### config.mk
export PLATFORM = sky130hd
export DESIGN_NAME = day_9_round_robin_arbiter_flat
export DESIGN_NICKNAME = d
export VERILOG_FILES = /design/src/rtl/day_9_arb_pkg.sv /design/src/rtl/day_9_round_robin_arbiter_if.sv /design/src/rtl/day_8_binary_to_onehot.sv /design/src/rtl/day_9_round_robin_arbiter.sv /design/src/flat_wrapper.sv
export SDC_FILE = /design/constraint.sdc
export NUM_CORES = 1
export LEC_CHECK = 0
export CAP_MARGIN = 25
export CORE_AREA = 2 2 106 108
export DETAILED_ROUTE_END_ITERATION = 10
export DIE_AREA = 0 0 108 110
export PLACE_DENSITY = 0.6
export SYNTH_ARGS = -nofsm -noshare
export SYNTH_HDL_FRONTEND = slang
export SYNTH_HIERARCHICAL = 1
export SYNTH_SLANG_ARGS = --single-unit
### constraint.sdc
create_clock -name clk -period 4.8 [get_ports clk]
set_input_delay 0.72 -clock clk [delete_from_list [all_inputs] [get_ports clk]]
set_output_delay 0.72 -clock clk [all_outputs]
set_load 0.1 [all_outputs]
### src/rtl/day_9_arb_pkg.sv
`default_nettype none
// +--------------------------------------------------------------------+
// | day_9_arb_pkg : shared sizes and FSM encoding for the 16-way       |
// | round-robin arbiter.                              Rev 1.0          |
// +--------------------------------------------------------------------+
package day_9_arb_pkg;

  localparam int NUM_REQ = 16;
  localparam int IDX_W   = 4;

  typedef enum logic {
    IDLE  = 1'b0,
    GRANT = 1'b1
  } state_t;

endpackage
`default_nettype wire

### src/rtl/day_9_round_robin_arbiter_if.sv
`default_nettype none
// +--------------------------------------------------------------------+
// | day_9_round_robin_arbiter_if : request/grant bundle of the arbiter |
// |                                                   Rev 1.0          |
// +--------------------------------------------------------------------+
interface day_9_round_robin_arbiter_if;
  import day_9_arb_pkg::*;

  logic [NUM_REQ-1:0] req_i;
  logic               gnt_valid_o;
  logic [IDX_W-1:0]   gnt_idx_o;
  logic [NUM_REQ-1:0] gnt_o;
  logic               timeout_o;

  modport master (
    output req_i,
    input  gnt_valid_o,
    input  gnt_idx_o,
    input  gnt_o,
    input  timeout_o
  );

  modport slave (
    input  req_i,
    output gnt_valid_o,
    output gnt_idx_o,
    output gnt_o,
    output timeout_o
  );

endinterface
`default_nettype wire

### src/rtl/day_8_binary_to_onehot.sv
`default_nettype none
// +--------------------------------------------------------------------+
// | day_8_binary_to_onehot : binary index to one-hot decoder.          |
// |                                                   Rev 1.0          |
// +--------------------------------------------------------------------+
module day_8_binary_to_onehot #(
  parameter int BIN_W = 4,
  parameter int OUT_W = 16
) (
  input  logic [BIN_W-1:0] bin_i,
  output logic [OUT_W-1:0] one_hot_o
);

  assign one_hot_o = OUT_W'(1) << bin_i;

endmodule
`default_nettype wire

### src/rtl/day_9_round_robin_arbiter.sv
`default_nettype none
// +--------------------------------------------------------------------+
// | day_9_round_robin_arbiter : 16-way round-robin arbiter with a      |
// | registered binary winner and per-win hold timeout.  Rev 1.0        |
// +--------------------------------------------------------------------+
module day_9_round_robin_arbiter
  import day_9_arb_pkg::*;
#(
  parameter int MAX_HOLD = 8,
  parameter int CNT_W    = 8
) (
  input  logic                     clk,
  input  logic                     reset_n,
  day_9_round_robin_arbiter_if.slave arb
);

  // With no timeout the counter simply saturates at all-ones.
  localparam logic [CNT_W-1:0] HOLD_LAST =
    (MAX_HOLD == 0) ? {CNT_W{1'b1}} : CNT_W'(MAX_HOLD - 1);

  state_t             state;
  logic [IDX_W-1:0]   ptr;
  logic [IDX_W-1:0]   gnt_idx;
  logic               gnt_valid;
  logic               timeout;
  logic [CNT_W-1:0]   hold_cnt;
  logic [NUM_REQ-1:0] onehot;
  logic               req_held;
  logic               hold_expired;

  // First set bit searching base, base+1, ..., wrapping through 15 to 0.
  function automatic logic [IDX_W-1:0] rr_pick(input logic [NUM_REQ-1:0] req,
                                               input logic [IDX_W-1:0]   base);
    logic [IDX_W-1:0] j;
    logic [IDX_W-1:0] win;
    win = base;
    for (int k = NUM_REQ - 1; k >= 0; k--) begin
      j = IDX_W'(k) + base;
      if (req[j]) win = j;
    end
    return win;
  endfunction

  assign req_held     = arb.req_i[gnt_idx];
  assign hold_expired = (MAX_HOLD != 0) && (hold_cnt == HOLD_LAST);

  always_ff @(posedge clk or negedge reset_n) begin
    if (!reset_n) begin
      state     <= IDLE;
      ptr       <= '0;
      gnt_idx   <= '0;
      gnt_valid <= 1'b0;
      timeout   <= 1'b0;
      hold_cnt  <= '0;
    end else begin
      timeout <= 1'b0;
      case (state)
        IDLE: begin
          if (|arb.req_i) begin
            gnt_idx   <= rr_pick(arb.req_i, ptr);
            gnt_valid <= 1'b1;
            hold_cnt  <= '0;
            state     <= GRANT;
          end
        end
        GRANT: begin
          if (!req_held || hold_expired) begin
            gnt_valid <= 1'b0;
            ptr       <= gnt_idx + IDX_W'(1);
            timeout   <= req_held;
            state     <= IDLE;
          end else if (hold_cnt != HOLD_LAST) begin
            hold_cnt <= hold_cnt + CNT_W'(1);
          end
        end
        default: state <= IDLE;
      endcase
    end
  end

  day_8_binary_to_onehot #(
    .BIN_W (IDX_W),
    .OUT_W (NUM_REQ)
  ) u_dec (
    .bin_i     (gnt_idx),
    .one_hot_o (onehot)
  );

  assign arb.gnt_valid_o = gnt_valid;
  assign arb.gnt_idx_o   = gnt_idx;
  assign arb.gnt_o       = gnt_valid ? onehot : '0;
  assign arb.timeout_o   = timeout;

endmodule
`default_nettype wire

### src/flat_wrapper.sv
// flat-port wrapper written by rule: the top's interface ports become plain ports
module day_9_round_robin_arbiter_flat import day_9_arb_pkg::*;
#(
  parameter int MAX_HOLD = 8,
  parameter int CNT_W    = 8
)
  (clk, reset_n, arb_req_i, arb_gnt_valid_o, arb_gnt_idx_o, arb_gnt_o, arb_timeout_o);
  day_9_round_robin_arbiter_if arb_i ();
  input  logic clk;
  input  logic reset_n;
  input wire logic [$bits(arb_i.req_i)-1:0] arb_req_i;
  output wire logic [$bits(arb_i.gnt_valid_o)-1:0] arb_gnt_valid_o;
  output wire logic [$bits(arb_i.gnt_idx_o)-1:0] arb_gnt_idx_o;
  output wire logic [$bits(arb_i.gnt_o)-1:0] arb_gnt_o;
  output wire logic [$bits(arb_i.timeout_o)-1:0] arb_timeout_o;
  assign arb_i.req_i = arb_req_i;
  assign arb_gnt_valid_o = arb_i.gnt_valid_o;
  assign arb_gnt_idx_o = arb_i.gnt_idx_o;
  assign arb_gnt_o = arb_i.gnt_o;
  assign arb_timeout_o = arb_i.timeout_o;
  day_9_round_robin_arbiter #(.MAX_HOLD(MAX_HOLD), .CNT_W(CNT_W)) u_core (.clk(clk), .reset_n(reset_n), .arb(arb_i));
endmodule
==> results of run 1 <==
==> through the flow <==
step / hold slack [ps] / utilization
2_1_floorplan: 424 / -
3_3_place_gp: 501 / 0.387
3_5_place_dp: 523 / 0.387
4_1_cts: 543 / 0.392
5_1_grt: 612 / 0.392
6_report: 538 / 0.392
==> cells in the final DEF, fill, tap and decap left out, types with 6 or more instances in the layout <==
cell type	Yosys	final
nand4_1	7	7
nand3_1	11	11
mux2i_1	23	23
mux2_1	9	9
mux4_2	31	31
and4bb_2	6	6
o21ai_0	13	13
clkdlybuf4s50_1	0	39
a21oi_1	17	17
xor2_1	6	6
ha_1	9	9
nor2_1	27	27
nand2_1	24	24
mux2_2	15	15
dfrtp_1	19	18
and2_1	16	16
inv_1	13	13
xnor2_1	7	7
==> sequential cells by signal, indices dropped and copies added, names as in the netlist <==
register	count
u_core/arb.gnt_idx_o	4
u_core/state	1
u_core/arb.gnt_valid_o	1
u_core/hold_cnt	8
u_core/ptr	4
u_core/arb.timeout_o	1
==> layer usage <==
layer | up-vias | global-route usage
li1 | 1544 | -
met5 | - | 0
met4 | 0 | 0.0430
met3 | 12 | 0.0135
met1 | 1659 | 0.268
met2 | 124 | 0.301
==> final cells by class <==
| type | count | area [sq um] | share of cell area |
|---|---|---|---|
| clock buffer | 3 | 41.3 | 0.00985 |
| clock inverter | 1 | 5.00 | 0.00119 |
| inverter | 18 | 67.6 | 0.0161 |
| multi-input combinational | 318 | 3000 | 0.715 |
| sequential | 19 | 477 | 0.114 |
| tap | 140 | 175 | 0.0418 |
| timing repair buffer | 44 | 428 | 0.102 |
==> synthesized netlist by cell type, types with 5 or more instances <==
library cell  count  area [sq um]
ha_1              9           113
nand3_1          11          55.1
nor4_1            5          31.3
buf_4             5          37.5
nand4_1           7          43.8
dfrtp_1          19           475
xor2_1            6          52.6
buf_2             6          30.0
mux2_2           15           169
and4bb_2          6          75.1
and2_1           16           100
xnor2_1           7          61.3
mux2i_1          23           230
mux2_1            9           101
mux4_1            5           131
nand2_1          24          90.1
a21oi_1          17          85.1
inv_1            13          48.8
mux4_2           31           698
clkbuf_1          7          26.3
o21ai_0          13          65.1
nor2_1           27           101
==> kinds of logic after synthesis <==
group,count (synthesis)
adder cells (fa/ha/maj),9
XOR/XNOR,17
multiplexers,87
AND/OR/NAND/NOR,130
AO/OA/AOI/OAI,75
buffers and inverters,40
flip-flops,19
==> worst max path at each step <==
| stage | startpoint | slack (ps) | cells past startpoint | end |
|---|---|---|---|---|
| global placement | arb_req_i[2] | 950 | 9 | u_core/arb.gnt_idx_o[2] |
| CTS | u_core/ptr[1] | 970 | 9 | u_core/arb.gnt_idx_o[2] |
| global route | u_core/ptr[1] | 680 | 9 | u_core/arb.gnt_idx_o[2] |
| finish | u_core/ptr[1] | 960 | 9 | u_core/arb.gnt_idx_o[2] |
| detailed placement | arb_req_i[2] | 940 | 9 | u_core/arb.gnt_idx_o[2] |
| floorplan | u_core/ptr[1] | 970 | 13 | u_core/arb.gnt_idx_o[2] |
==> impl_metrics.toml, run 1 <==
[sta]
maxSlewViolCount = 0
setup_ws_ps = 957
timing.final.hold_violations = 0
finalSetupViolCount = 0
rsz0062_at_grt = "false"
slew_headroom = 0.340
fmax_mhz = 260
final.period_utilization = 0.801
tightest_slew_ps = 987
finalSetupTns_ps = 0
min_period_ps = 3840
finClkSkew_ps = 4.57

[drt]
wl_met1_um = 4880
wl_met3_um = 488
remaining_drc_errors = 0
postRouteAntennaNets = 0
viasPerCell = 6.15
drt_first_pass_iters = 6
wl_per_cell_um = 19.6
topRoutingLayerUsed = "met4"
totalWireLength_um = 10600
num_vias = 3339
wl_met2_um = 5100
drtIter0Drc = 382

[worst_setup_path]
crit_arrival_ps = 3990
r2r_end = "u_core/arb.gnt_idx_o[2]"
critical-path-top-delay-family = "compound AO/OA/AOI/OAI gates"
reg2reg_from = "u_core/ptr[1]"
endpoint_kind = "flip-flop"
worstSetupPathType = "reg -> reg"
cp.buffers_inverters = 2
cpMostUsedCell = "inv_1"
ff2ff_path_depth = 9
slowest_stage = "ha_1"
start_kind = "flip-flop"
cp.required_ps = 4950
cp_max_fo = 17
ff2ff_setup_slack_ps = 960
cpPeakStageDelay_ps = 870
path_cells = "inv_1, ha_1, inv_1, mux4_2, a21oi_1, nand3_1, a211oi_1, o21ai_1, a32o_1"

[hold_path]
worstHoldPathType = "reg -> reg"
min-delay-start = "u_core/hold_cnt[1]"
worstHoldPathCells = 1
min_to = "u_core/hold_cnt[1]"

[global_route]
overflow = 0
grt_pass1_vias = 3099
grt_pass1_wl_um = 17400
grt_max_degree = 39
grt_usage = 0.185
antenna_found_initial = 0

[clocking]
cts_tree = "yes"
hold_buffers = 0
htreeDepth = 1
cts_buffers = 3
clock-sinks = 19
post_cts_buffers = 0
clk_pin_slew_ps = 70
cts_root_buf = "clkbuf_8"
post_cts_resized = 0
clock_latency_ps = 260
cts.path.max_buffers = 2

[floorplanning]
die-area_sq_mm = 0.0119
rows = 38
io_pins = 40
initial_core_util = 0.343
dieHeight_um = 110
coreArea_sq_mm = 0.0107
chipWidth_um = 108

[synth]
ys_seq_area_frac = 0.129
synth-edff-count = 0
avgSynthCellArea_sq_um = 9.74
muxShareOfSynthArea = 0.385
ys_ff_latch = 19
synth-compound-area-share = 0.138
synthAdderAreaFrac = 0.0307
synth-xor-area-share = 0.0518
synth_top_family_by_area = "multiplexers"
yosys_warnings = 6
synth.distinct_cells = 70
yosys.area_share.simple = 0.211
syn_nets = 404
netlist_area_sq_mm = 0.00367
async_reset_ff_frac = 1.00
synth_ff_type = "dfrtp_1"
synthCells = 377

[finish]
syn_to_final_growth_pct = 14.1
fillers = 1081
final_cells = 543
drive_gt1_frac = 0.201
finish.net_count = 431
diodes = 0
post-route-cell-area_sq_mm = 0.00419

[placed_design]
place_area_sq_mm = 0.00415
dp_hpwl_um = 7970
routabilityCongestion = 0.959
io_buffer_count = 39
dp_slack_ps = 937
dp.cells = 539

[job]
drv_cap = 0

[outcome]
status = "finished clean"
Power of run 1 is left out: the tool's default activity adds up to more than one toggle a clock period on the data nets, which glitch-free logic cannot reach.
==> run 2: changes to the inputs <==
==> constraint.sdc (replaced) <==
create_clock -name clk -period 3.9 [get_ports clk]
set_input_delay 0.585 -clock clk [delete_from_list [all_inputs] [get_ports clk]]
set_output_delay 0.585 -clock clk [all_outputs]
set_load 0.1 [all_outputs]
==> run 2 against run 1 <==
Against the previous run:
- core utilization grew 0.87 points
- critical path depth rose by 1
- wire length up 4.0%
- clock-buffer cell count stayed put
- first-iteration DRC count shrank 40%
- non-clock buffer count rose by 18
- final area increased by 2.2%
- setup slack got worse by 640 ps
==> impl_metrics.toml, run 2 (synthesis gave the netlist of run 1 again) <==
[sta]
finalSetupTns_ps = 0
finalSetupViolCount = 0
final.period_utilization = 0.919
rsz0062_at_grt = "false"
finClkSkew_ps = 1.28
fmax_mhz = 279
min_period_ps = 3580
slew_headroom = 0.351
tightest_slew_ps = 971
timing.final.hold_violations = 0
maxSlewViolCount = 0

[drt]
drt_first_pass_iters = 7
remaining_drc_errors = 0
drtIter0Drc = 231
postRouteAntennaNets = 0
totalWireLength_um = 11100
viasPerCell = 6.21
wl_per_cell_um = 19.7
num_vias = 3483

[finish]
finish.net_count = 449
diodes = 0
largest_register = "u_core/hold_cnt"
final_cell_mix = "buf_4 (40), mux4_2 (31), nor2_1 (27), nand2_1 (24), mux2i_1 (23)"
layout_commonest_cell = "buf_4"
fillers = 1059
final_cells = 561
post-route-cell-area_sq_mm = 0.00428
syn_to_final_growth_pct = 16.7
largest_reg_flops = 8
drive_gt1_frac = 0.276

[floorplanning]
die-area_sq_mm = 0.0119
chipWidth_um = 108
rows = 38
coreArea_sq_mm = 0.0107
initial_core_util = 0.343
io_pins = 40
dieHeight_um = 110

[hold_path]
worstHoldPathType = "reg -> reg"

[clocking]
hold_buffers = 0
clock-sinks = 19
cts_root_buf = "clkbuf_8"
cts.path.max_buffers = 2
post_cts_resized = 0
clock_latency_ps = 250
htreeDepth = 1
cts_tree = "yes"
post_cts_buffers = 0
cts_buffers = 3
clk_pin_slew_ps = 70

[global_route]
grt_max_degree = 37
grt_usage = 0.187
grt_pass1_wl_um = 17400
antenna_found_initial = 0
grt_pass1_vias = 3218
overflow = 0

[placed_design]
routabilityCongestion = 0.931
place_area_sq_mm = 0.00424
io_buffer_count = 39
dp.cells = 557
dp_hpwl_um = 8710

[job]
drv_cap = 0

[worst_setup_path]
worstSetupPathType = "reg -> reg"
crit_arrival_ps = 3730
start_kind = "flip-flop"
cp_max_fo = 13
cp.required_ps = 4040
endpoint_kind = "flip-flop"

[outcome]
status = "finished clean"
==> run 2: worst max-delay path, cell delays in order, from the launching register on <==
cell	delay, ps
dfrtp_2	400
inv_2	80
ha_1	680
mux4_2	640
inv_1	90
mux4_2	290
o211ai_1	100
or3b_1	410
a2111oi_2	380
o21ai_1	130
a32o_1	260
==> run 2: layer usage <==
layer  up-vias  share of wire  GRT usage
li1       1581              -          -
met1      1708           0.45      0.254
met2       174           0.47      0.323
met3        20          0.059     0.0170
met4         0          0.027     0.0504
met5         -              0          0
==> run 2: per-stage QoR <==
stage	utilization	hold slack, ps	setup slack [ps]
after floorplan	-	289	72.2
after global placement	0.396	504	296
after detailed placement	0.396	538	265
after CTS	0.400	555	339
after global routing	0.400	578	177
final	0.400	552	317
==> run 2: path summary, 6_finish.rpt <==
| path | cells after the start | from | end | slack [ps] |
|---|---|---|---|---|
| setup reg to reg | 10 | u_core/ptr[0] | u_core/arb.gnt_idx_o[2] | 320 |
| max in group asynchronous | 1 | reset_n | u_core/ptr[0] | 2500 |
| hold reg to reg | 1 | u_core/hold_cnt[1] | u_core/hold_cnt[1] | 550 |
| hold / removal | 1 | u_core/hold_cnt[1] | u_core/hold_cnt[1] | 550 |
| min in group asynchronous | 1 | reset_n | u_core/hold_cnt[5] | 820 |
| setup / recovery | 10 | u_core/ptr[0] | u_core/arb.gnt_idx_o[2] | 320 |
==> run 2: final cells by class <==
cell class              count  area, sq um  share of cell area
multi-input cells         318         3000               0.700
inverters                  18         67.6              0.0158
repair buffers             62          520               0.121
well taps                 140          175              0.0409
clock inverters             1         5.00             0.00117
clock buffers               3         41.3             0.00964
flip-flops and latches     19          477               0.111
Power of run 2 is left out for the same reason.
